===== src/rtl/loadstore32_if.sv =====
// Bus bundle for loadstore32: pipeline request/result signals and the
// data-RAM request/acknowledge port. "master" is the LSU side.
interface loadstore32_if #(
  parameter int ADDR_W = 14
) ();
  logic              start;
  logic              is_store;
  logic [1:0]        size;
  logic              unsigned_ld;
  logic [31:0]       ALU_Result;
  logic [31:0]       Read_data_2;
  logic              mem_req;
  logic              mem_we;
  logic [ADDR_W-1:0] mem_addr;
  logic [3:0]        mem_be;
  logic [31:0]       mem_wdata;
  logic              mem_ack;
  logic [31:0]       mem_rdata;
  logic              busy;
  logic              done;
  logic              err;
  logic [31:0]       load_data;

  modport master (
    input  start, is_store, size, unsigned_ld, ALU_Result, Read_data_2,
    input  mem_ack, mem_rdata,
    output mem_req, mem_we, mem_addr, mem_be, mem_wdata,
    output busy, done, err, load_data
  );

  modport slave (
    output start, is_store, size, unsigned_ld, ALU_Result, Read_data_2,
    output mem_ack, mem_rdata,
    input  mem_req, mem_we, mem_addr, mem_be, mem_wdata,
    input  busy, done, err, load_data
  );
endinterface


===== src/rtl/loadstore32.sv =====
// Multi-cycle byte/halfword/word load/store unit with request/ack RAM port and timeout.
// Optional alignment checking is enabled by defining LSU_ALIGN_CHECK_EN.
module loadstore32 #(
  parameter int ADDR_W  = 14,
  parameter int TIMEOUT = 15
) (
  input logic           clock,
  input logic           reset,
  loadstore32_if.master bus
);

  typedef enum logic [1:0] {
    IDLE   = 2'd0,
    ACCESS = 2'd1,
    DONE   = 2'd2
  } state_t;

  localparam logic [7:0] TIMEOUT_C = 8'(TIMEOUT);

  function automatic logic [3:0] lane_enables(input logic [1:0] sz, input logic [1:0] o);
    logic [3:0] be;
    case (sz)
      2'b00:   be = 4'b0001 << o;
      2'b01:   be = o[1] ? 4'b1100 : 4'b0011;
      default: be = 4'b1111;
    endcase
    return be;
  endfunction

  function automatic logic [31:0] lane_replicate(input logic [1:0] sz, input logic [31:0] rt);
    logic [31:0] w;
    case (sz)
      2'b00:   w = {4{rt[7:0]}};
      2'b01:   w = {2{rt[15:0]}};
      default: w = rt;
    endcase
    return w;
  endfunction

  function automatic logic [31:0] load_extract(input logic [31:0] w, input logic [1:0] sz,
                                               input logic [1:0] o, input logic uns);
    logic [31:0] sh;
    logic [31:0] r;
    case (sz)
      2'b00: begin
        sh = w >> {o, 3'b000};
        r  = uns ? {24'h000000, sh[7:0]} : {{24{sh[7]}}, sh[7:0]};
      end
      2'b01: begin
        sh = w >> {o[1], 4'b0000};
        r  = uns ? {16'h0000, sh[15:0]} : {{16{sh[15]}}, sh[15:0]};
      end
      default: begin
        sh = w;
        r  = sh;
      end
    endcase
    return r;
  endfunction

  state_t            state_r, state_nxt_s;
  logic              mem_req_r, mem_req_nxt_s;
  logic              mem_we_r, mem_we_nxt_s;
  logic [ADDR_W-1:0] mem_addr_r, mem_addr_nxt_s;
  logic [3:0]        mem_be_r, mem_be_nxt_s;
  logic [31:0]       mem_wdata_r, mem_wdata_nxt_s;
  logic [1:0]        size_r, size_nxt_s;
  logic [1:0]        off_r, off_nxt_s;
  logic              uns_r, uns_nxt_s;
  logic [7:0]        cnt_r, cnt_nxt_s;
  logic              busy_r, busy_nxt_s;
  logic              done_r, done_nxt_s;
  logic              err_r, err_nxt_s;
  logic [31:0]       load_data_r, load_data_nxt_s;
  logic [1:0]        off_s;
  logic              misalign_s;
  logic              unused_s;

  // Address bits above the RAM window are intentionally dropped.
  assign unused_s = ^bus.ALU_Result[31:ADDR_W+2];

`ifdef LSU_ALIGN_CHECK_EN
  // Flag halfword/word requests whose offset is not a multiple of the size.
  always_comb begin
    off_s = bus.ALU_Result[1:0];
    case (bus.size)
      2'b00:   misalign_s = 1'b0;
      2'b01:   misalign_s = bus.ALU_Result[0];
      default: misalign_s = |bus.ALU_Result[1:0];
    endcase
  end
`else
  // Force offset bits below the access size to zero.
  always_comb begin
    misalign_s = 1'b0;
    case (bus.size)
      2'b00:   off_s = bus.ALU_Result[1:0];
      2'b01:   off_s = {bus.ALU_Result[1], 1'b0};
      default: off_s = 2'b00;
    endcase
  end
`endif

  // Next-state and next-output logic for the IDLE/ACCESS/DONE sequencer.
  always_comb begin
    state_nxt_s     = state_r;
    mem_req_nxt_s   = mem_req_r;
    mem_we_nxt_s    = mem_we_r;
    mem_addr_nxt_s  = mem_addr_r;
    mem_be_nxt_s    = mem_be_r;
    mem_wdata_nxt_s = mem_wdata_r;
    size_nxt_s      = size_r;
    off_nxt_s       = off_r;
    uns_nxt_s       = uns_r;
    cnt_nxt_s       = cnt_r;
    done_nxt_s      = 1'b0;
    err_nxt_s       = err_r;
    load_data_nxt_s = load_data_r;
    case (state_r)
      IDLE: begin
        if (bus.start) begin
          size_nxt_s      = bus.size;
          off_nxt_s       = off_s;
          uns_nxt_s       = bus.unsigned_ld;
          mem_addr_nxt_s  = bus.ALU_Result[ADDR_W+1:2];
          mem_be_nxt_s    = lane_enables(bus.size, off_s);
          mem_wdata_nxt_s = lane_replicate(bus.size, bus.Read_data_2);
          if (misalign_s) begin
            state_nxt_s  = DONE;
            mem_we_nxt_s = 1'b0;
            done_nxt_s   = 1'b1;
            err_nxt_s    = 1'b1;
          end else begin
            state_nxt_s   = ACCESS;
            mem_req_nxt_s = 1'b1;
            mem_we_nxt_s  = bus.is_store;
            cnt_nxt_s     = TIMEOUT_C;
            err_nxt_s     = 1'b0;
          end
        end else begin
          state_nxt_s = IDLE;
        end
      end
      ACCESS: begin
        // An ack in the expiry cycle still wins over the timeout.
        if (bus.mem_ack) begin
          state_nxt_s   = DONE;
          mem_req_nxt_s = 1'b0;
          mem_we_nxt_s  = 1'b0;
          done_nxt_s    = 1'b1;
          err_nxt_s     = 1'b0;
          if (!mem_we_r) begin
            load_data_nxt_s = load_extract(bus.mem_rdata, size_r, off_r, uns_r);
          end else begin
            load_data_nxt_s = load_data_r;
          end
        end else if (cnt_r == 8'd1) begin
          state_nxt_s   = DONE;
          mem_req_nxt_s = 1'b0;
          mem_we_nxt_s  = 1'b0;
          done_nxt_s    = 1'b1;
          err_nxt_s     = 1'b1;
        end else begin
          cnt_nxt_s = cnt_r - 8'd1;
        end
      end
      DONE: begin
        state_nxt_s = IDLE;
        err_nxt_s   = 1'b0;
      end
      default: begin
        state_nxt_s   = IDLE;
        mem_req_nxt_s = 1'b0;
        mem_we_nxt_s  = 1'b0;
      end
    endcase
    busy_nxt_s = (state_nxt_s != IDLE);
  end

  // State and output registers; reset clears every output including load_data.
  always_ff @(posedge clock or negedge reset) begin
    if (!reset) begin
      state_r     <= IDLE;
      mem_req_r   <= 1'b0;
      mem_we_r    <= 1'b0;
      mem_addr_r  <= {ADDR_W{1'b0}};
      mem_be_r    <= 4'b0000;
      mem_wdata_r <= 32'h0000_0000;
      size_r      <= 2'b00;
      off_r       <= 2'b00;
      uns_r       <= 1'b0;
      cnt_r       <= 8'd0;
      busy_r      <= 1'b0;
      done_r      <= 1'b0;
      err_r       <= 1'b0;
      load_data_r <= 32'h0000_0000;
    end else begin
      state_r     <= state_nxt_s;
      mem_req_r   <= mem_req_nxt_s;
      mem_we_r    <= mem_we_nxt_s;
      mem_addr_r  <= mem_addr_nxt_s;
      mem_be_r    <= mem_be_nxt_s;
      mem_wdata_r <= mem_wdata_nxt_s;
      size_r      <= size_nxt_s;
      off_r       <= off_nxt_s;
      uns_r       <= uns_nxt_s;
      cnt_r       <= cnt_nxt_s;
      busy_r      <= busy_nxt_s;
      done_r      <= done_nxt_s;
      err_r       <= err_nxt_s;
      load_data_r <= load_data_nxt_s;
    end
  end

  assign bus.mem_req   = mem_req_r;
  assign bus.mem_we    = mem_we_r;
  assign bus.mem_addr  = mem_addr_r;
  assign bus.mem_be    = mem_be_r;
  assign bus.mem_wdata = mem_wdata_r;
  assign bus.busy      = busy_r;
  assign bus.done      = done_r;
  assign bus.err       = err_r;
  assign bus.load_data = load_data_r;

endmodule


===== src/flat_wrapper.sv =====
// flat-port wrapper written by rule: the top's interface ports become plain ports
module loadstore32_flat 
#(
  parameter int ADDR_W  = 14,
  parameter int TIMEOUT = 15
)
  (clock, reset, bus_start, bus_is_store, bus_size, bus_unsigned_ld, bus_ALU_Result, bus_Read_data_2, bus_mem_ack, bus_mem_rdata, bus_mem_req, bus_mem_we, bus_mem_addr, bus_mem_be, bus_mem_wdata, bus_busy, bus_done, bus_err, bus_load_data);
  loadstore32_if #(.ADDR_W(ADDR_W)) bus_i ();
  input logic clock;
  input logic reset;
  input wire logic [$bits(bus_i.start)-1:0] bus_start;
  input wire logic [$bits(bus_i.is_store)-1:0] bus_is_store;
  input wire logic [$bits(bus_i.size)-1:0] bus_size;
  input wire logic [$bits(bus_i.unsigned_ld)-1:0] bus_unsigned_ld;
  input wire logic [$bits(bus_i.ALU_Result)-1:0] bus_ALU_Result;
  input wire logic [$bits(bus_i.Read_data_2)-1:0] bus_Read_data_2;
  input wire logic [$bits(bus_i.mem_ack)-1:0] bus_mem_ack;
  input wire logic [$bits(bus_i.mem_rdata)-1:0] bus_mem_rdata;
  output wire logic [$bits(bus_i.mem_req)-1:0] bus_mem_req;
  output wire logic [$bits(bus_i.mem_we)-1:0] bus_mem_we;
  output wire logic [$bits(bus_i.mem_addr)-1:0] bus_mem_addr;
  output wire logic [$bits(bus_i.mem_be)-1:0] bus_mem_be;
  output wire logic [$bits(bus_i.mem_wdata)-1:0] bus_mem_wdata;
  output wire logic [$bits(bus_i.busy)-1:0] bus_busy;
  output wire logic [$bits(bus_i.done)-1:0] bus_done;
  output wire logic [$bits(bus_i.err)-1:0] bus_err;
  output wire logic [$bits(bus_i.load_data)-1:0] bus_load_data;
  assign bus_i.start = bus_start;
  assign bus_i.is_store = bus_is_store;
  assign bus_i.size = bus_size;
  assign bus_i.unsigned_ld = bus_unsigned_ld;
  assign bus_i.ALU_Result = bus_ALU_Result;
  assign bus_i.Read_data_2 = bus_Read_data_2;
  assign bus_i.mem_ack = bus_mem_ack;
  assign bus_i.mem_rdata = bus_mem_rdata;
  assign bus_mem_req = bus_i.mem_req;
  assign bus_mem_we = bus_i.mem_we;
  assign bus_mem_addr = bus_i.mem_addr;
  assign bus_mem_be = bus_i.mem_be;
  assign bus_mem_wdata = bus_i.mem_wdata;
  assign bus_busy = bus_i.busy;
  assign bus_done = bus_i.done;
  assign bus_err = bus_i.err;
  assign bus_load_data = bus_i.load_data;
  loadstore32 #(.ADDR_W(ADDR_W), .TIMEOUT(TIMEOUT)) u_core (.clock(clock), .reset(reset), .bus(bus_i));
endmodule

===== config.mk =====
export PLATFORM = sky130hd
export DESIGN_NAME = loadstore32_flat
export DESIGN_NICKNAME = d
export VERILOG_FILES = /design/src/rtl/loadstore32_if.sv /design/src/rtl/loadstore32.sv /design/src/flat_wrapper.sv
export SDC_FILE = /design/constraint.sdc
export NUM_CORES = 1
export LEC_CHECK = 0
export BUFFER_PORTS_ARGS = -buffer_cell sky130_fd_sc_hd__buf_2
export CAP_MARGIN = 20
export CORE_MARGIN = 1.5
export CORE_UTILIZATION = 49
export CTS_BUF_LIST = sky130_fd_sc_hd__clkbuf_16
export DETAILED_ROUTE_END_ITERATION = 12
export PLACE_DENSITY = 0.81
export SYNTH_ARGS = -nofsm -noshare
export SYNTH_HDL_FRONTEND = slang
export SYNTH_SLANG_ARGS = --single-unit

===== constraint.sdc =====
create_clock -name clock -period 2.1 [get_ports clock]
set_input_delay 0.63 -clock clock [delete_from_list [all_inputs] [get_ports clock]]
set_output_delay 0.63 -clock clock [all_outputs]
set_load 0.1 [all_outputs]

Yosys cells after proc, flatten, opt, wreduce, memory -nomap -nowiden
Index checks and enable logic that the tools add are counted.
{ "totals": {"latchBits": 0, "regBits": 102, "rom_bits": 0, "ramBits": 0, "output_inout_bits": 87, "in_bits": 104, "n_memories": 0} }
{ "op_classes": {"muxes": 28, "n_lt_le_gt_ge": 0, "div": 0, "shifts": 3, "bitwise_logic": 2, "eq_ne": 9, "addsub": 1, "multipliers": 0, "n_reduce_logical": 11} }
{ "ops": {"columns": ["cell", "n"], "rows": [
  ["32-bit case mux with 2 select lines", 2],
  ["32-bit 2-to-1 mux", 2],
  ["32-bit by 5-bit >> shifter with 16-bit output", 1],
  ["32-bit by 5-bit >> shifter with 8-bit output", 1],
  ["8-bit 2-to-1 mux", 3],
  ["8-bit case mux with 2 select lines", 1],
  ["1-bit 2-to-1 mux", 11],
  ["1-bit case mux with 3 select lines", 3],
  ["3-bit AND reduction", 3],
  ["8-bit by 1-bit == test with 1-bit output (second input constant)", 1],
  ["2-bit case mux with 2 select lines", 2],
  ["4-bit case mux with 2 select lines", 1],
  ["8-bit by 1-bit subtractor with 8-bit output (second input constant)", 1],
  ["2-bit by 1-bit == test with 1-bit output (second input constant)", 3],
  ["2-bit logical NOT", 3],
  ["2-bit != test (second input constant)", 3],
  ["2-bit 2-to-1 mux", 2],
  ["4-bit 2-to-1 mux", 1],
  ["4-bit AND reduction", 1],
  ["2-bit nonzero test", 2],
  ["1-bit by 2-bit left shift with 4-bit output (first input constant)", 1],
  ["3-bit by 2-bit != test with 1-bit output (second input constant)", 1],
  ["3-bit nonzero test", 1],
  ["2-bit == test (second input constant)", 1],
  ["other kinds (2)", 3]
]} }

Depth between registers and ports, before layout
{ "logic_depth": {"depth_word": 5, "ltp_mapped": 6} }

Worst setup path after synthesis
Ideal clock, no wire load.
{ "synth_path": {"path_kind": "flip-flop to flip-flop", "from": "reg u_core.mem_we_r (netlist: u_core.bus.mem_we)", "to": "reg u_core.load_data_r[20] (netlist: u_core.bus.load_data[20])", "t_arrival_ns": 1.707, "slack_ns": 0.267, "setup_ns": 0.126, "path_stages_with_launch": 5, "period_less_slack_ns": 1.833, "path_cell_list": "dfrtp_1 -> nor3_2 -> o31a_1 -> buf_2 -> a21oi_1"} }
{ "synth_via": {"elab_chain_len": 2} }
{ "synth_lines": {"columns": ["element", "line_no", "text"], "rows": [
  ["start, declared", "loadstore32.sv:63", "logic mem_we_r, mem_we_nxt_s;"],
  ["start signal, assigned", "loadstore32.sv:200", "mem_we_r <= mem_we_nxt_s;"],
  ["1-bit inverter (no line)", null, null],
  ["3-bit AND reduction (no line)", null, null],
  ["end signal, assigned", "loadstore32.sv:211", "load_data_r <= load_data_nxt_s;"],
  ["end, declared", "loadstore32.sv:74", "logic [31:0] load_data_r, load_data_nxt_s;"]
]} }
No other way between the ends.
A chain may end at the register's enable or synchronous reset.

Worst setup path in the final report
{ "layout_path": {"from": "reg u_core.mem_we_r (netlist: u_core.bus.mem_we)", "to": "out bus_mem_we"} }
{ "layout_lines": {"columns": ["element", "line_no", "text"], "rows": [
  ["end, declared", "flat_wrapper.sv:20", "output wire logic [$bits(bus_i.mem_we)-1:0] bus_mem_we;"]
]} }
No word-level cell between the ends.

==> results_dict.tcl <==
set metrics [dict create \
    status "finished clean" \
    wl_um 12200 \
    crit_slowest_cell "buf_2" \
    grt_pass1_wl_um 19600 \
    hpwl_um 9170 \
    seq_area_mm2 0.00255 \
    hold_violations 0 \
    multiInputGateArea_mm2 0.00205 \
    synth_cells 518 \
    finalCriticalPeriod_ps 1870 \
    path_max_fanout 4 \
    setup_viol 0 \
    rsz0062_at_grt "false" \
    fillers 810 \
    crit_family "buffers and inverters" \
    hold_buffers 0 \
    cts_resized 0 \
    fp.dieArea_mm2 0.0103 \
    cts_root_buffer "clkbuf_16" \
    clock_latency_ps 340 \
    first_global_vias 4213 \
    io_pins 191 \
    drc 0 \
    crit_type "reg2out" \
    gp_congestion 0.860 \
    post-route-util_pct 65.7 \
    end_kind "output port" \
    numPortBuffers 174 \
    critPathMaxStageDelay_ps 460 \
    wl_per_cell_um 14.9 \
    synth_seq_area_share_pct 53.7 \
    synth.ff_latch_count 102 \
    cts_tree "yes" \
    vias_per_cell 5.23 \
    final_layout_size_suffix_gt1_share_pct 30.7 \
    ant_nets 0 \
    grt_max_degree 53 \
    cp.required_ps 1470 \
    path_buf_inv 1 \
    fmax_ghz 0.534 \
    core_mm2 0.00933 \
    clock_sinks 102 \
    finalNetCount 795 \
    yosysWarnings 0 \
    hp-class "in2async" \
    htreeDepth 3 \
    layout_setup_ws_ps 226 \
    clkTransAtPathRegs_ps 70 \
    vias 4303 \
    antennaDiodeCount 0 \
    worst_slew_pin_slew_ps 546 \
    start_util_pct 51.0 \
    maxSlewViolCount 0 \
    first_iter_violations 178 \
    period_share_pct 89.2 \
    clock_skew_ps 6.03 \
    grt_antenna_before_repair 0 \
    setup_tns_ps 0 \
    fin_worst_hold_slack_ps 288 \
    max_cap_viol_count 0 \
    netlist_area_mm2 0.00475 \
    numCtsBuffers 9 \
    crit_arrival_ps 1240 \
    startpoint_type "flop" \
    gr-total-overflow 0 \
    num_rows 35 \
    die_h_um 102 \
    post-place-ws_ps 170 \
    dieWidth_um 102 \
    cts_setup_buffers 0 \
    grt_usage_pct 24.3 \
    synth_fp_nets 624 \
    synth.avg_cell_area_um2 9.18 \
    areaGrowthSynthToFinish_pct 28.8 \
    yosys.cell_types.count 43 \
    worstPathCellList "buf_2" \
    dr.pass1.iters 4 \
    cts_buffer_depth 2 \
    max-slew-margin-rel_pct 63.5 \
]
[per-stage QoR]
step / cell area [um2] / instances
floorplan: 4750 / 518
global placement: 5860 / 807
detailed placement: 5860 / 807
CTS: 6120 / 823
global route: 6120 / 823
finish: 6120 / 823
[path summary, 6_finish.rpt]
kind                                         start                       to  slack, ps  depth (start not counted)
setup / recovery                 u_core.bus.mem_we               bus_mem_we        230                          1
hold / removal                               reset   u_core.bus.mem_addr[6]        290                          2
setup reg to reg                   u_core.cnt_r[0]          u_core.cnt_r[6]        300                          5
hold reg to reg            u_core.bus.mem_addr[13]  u_core.bus.mem_addr[13]        470                          2
max in group asynchronous                    reset   u_core.bus.mem_addr[9]       1570                          2
min in group clock         u_core.bus.mem_addr[13]  u_core.bus.mem_addr[13]        470                          2
[metal layers]
| layer | track usage, % | share of wire (%) |
|---|---|---|
| met2 | 41.0 | 49 |
| met3 | 6.76 | 8.2 |
| met5 | 0 | 0 |
| met4 | 8.12 | 1.6 |
| met1 | 30.1 | 42 |
[logic make-up (layout without fill, tap and decap cells)]
| group | Yosys count | count (layout) | share of synthesized area (%) |
|---|---|---|---|
| fa+ha+maj | 2 | 2 | 0.526 |
| flops | 102 | 102 | 53.7 |
| buf+inv | 40 | 216 | 3.37 |
| mux | 39 | 39 | 8.24 |
| xor+xnor | 1 | 1 | 0.184 |
| simple gates | 217 | 217 | 19.7 |
| compound gates | 117 | 117 | 14.3 |
[state kept, by name, summed over array words and instances (netlist names)]
name / cells
u_core.bus.busy: 1
u_core.cnt_r: 8
u_core.off_r: 2
u_core.size_r: 2
u_core.bus.mem_be: 4
u_core.bus.mem_we: 1
u_core.bus.done: 1
u_core.bus.mem_addr: 14
u_core.bus.mem_req: 1
u_core.bus.load_data: 32
u_core.uns_r: 1
u_core.state_r: 2
u_core.bus.err: 1
u_core.bus.mem_wdata: 32
[synthesized netlist by cell type (all sizes together)]
cell type / count / area, um2
mux2: 1 / 11.3
a21oi: 41 / 205
a21boi: 1 / 7.51
nand3: 4 / 20.0
or4: 2 / 18.8
dfrtp: 102 / 2550
inv: 8 / 30.0
or4bb: 1 / 11.3
o22ai: 1 / 6.26
nand2: 123 / 462
a221oi: 1 / 8.76
xnor2: 1 / 8.76
a211oi: 1 / 12.5
clkbuf: 26 / 97.6
a22oi: 8 / 60.1
o31a: 1 / 8.76
nand2b: 7 / 43.8
or3: 1 / 6.26
nor2b: 3 / 18.8
o211ai: 1 / 7.51
nor3: 4 / 25.0
a21o: 3 / 22.5
o21bai: 1 / 7.51
a31oi: 9 / 56.3
a2bb2oi: 7 / 61.3
nor4: 2 / 12.5
mux2i: 38 / 380
ha: 2 / 25.0
buf: 6 / 32.5
nand3b: 1 / 7.51
and3: 1 / 6.26
nor3b: 7 / 52.6
nor2: 53 / 201
nand4: 1 / 6.26
o22a: 1 / 8.76
and2: 6 / 37.5
o21ai: 41 / 205
and4: 1 / 8.76
[layout make-up]
cell class / count / area share [%]
Clock inverter: 7 / 0.715
Tap cell: 129 / 2.64
Multi-Input combinational cell: 376 / 33.5
Clock buffer: 9 / 3.68
Sequential cell: 102 / 41.7
Inverter: 8 / 0.490
Timing Repair Buffer: 192 / 17.3
[cells in the final DEF (no fill, tap or decap), types with 8 or more instances in the layout]
master / netlist / layout
a21oi_1: 41 / 41
a22oi_1: 8 / 8
a31oi_1: 9 / 9
buf_2: 5 / 173
buf_4: 1 / 15
clkbuf_16: 0 / 9
dfrtp_1: 102 / 102
inv_1: 8 / 10
mux2i_1: 38 / 38
nand2_1: 123 / 123
nor2_1: 52 / 52
o21ai_0: 41 / 41
Power is left out: the tool's default activity adds up to more than one toggle a clock period on the data nets, which glitch-free logic cannot reach.
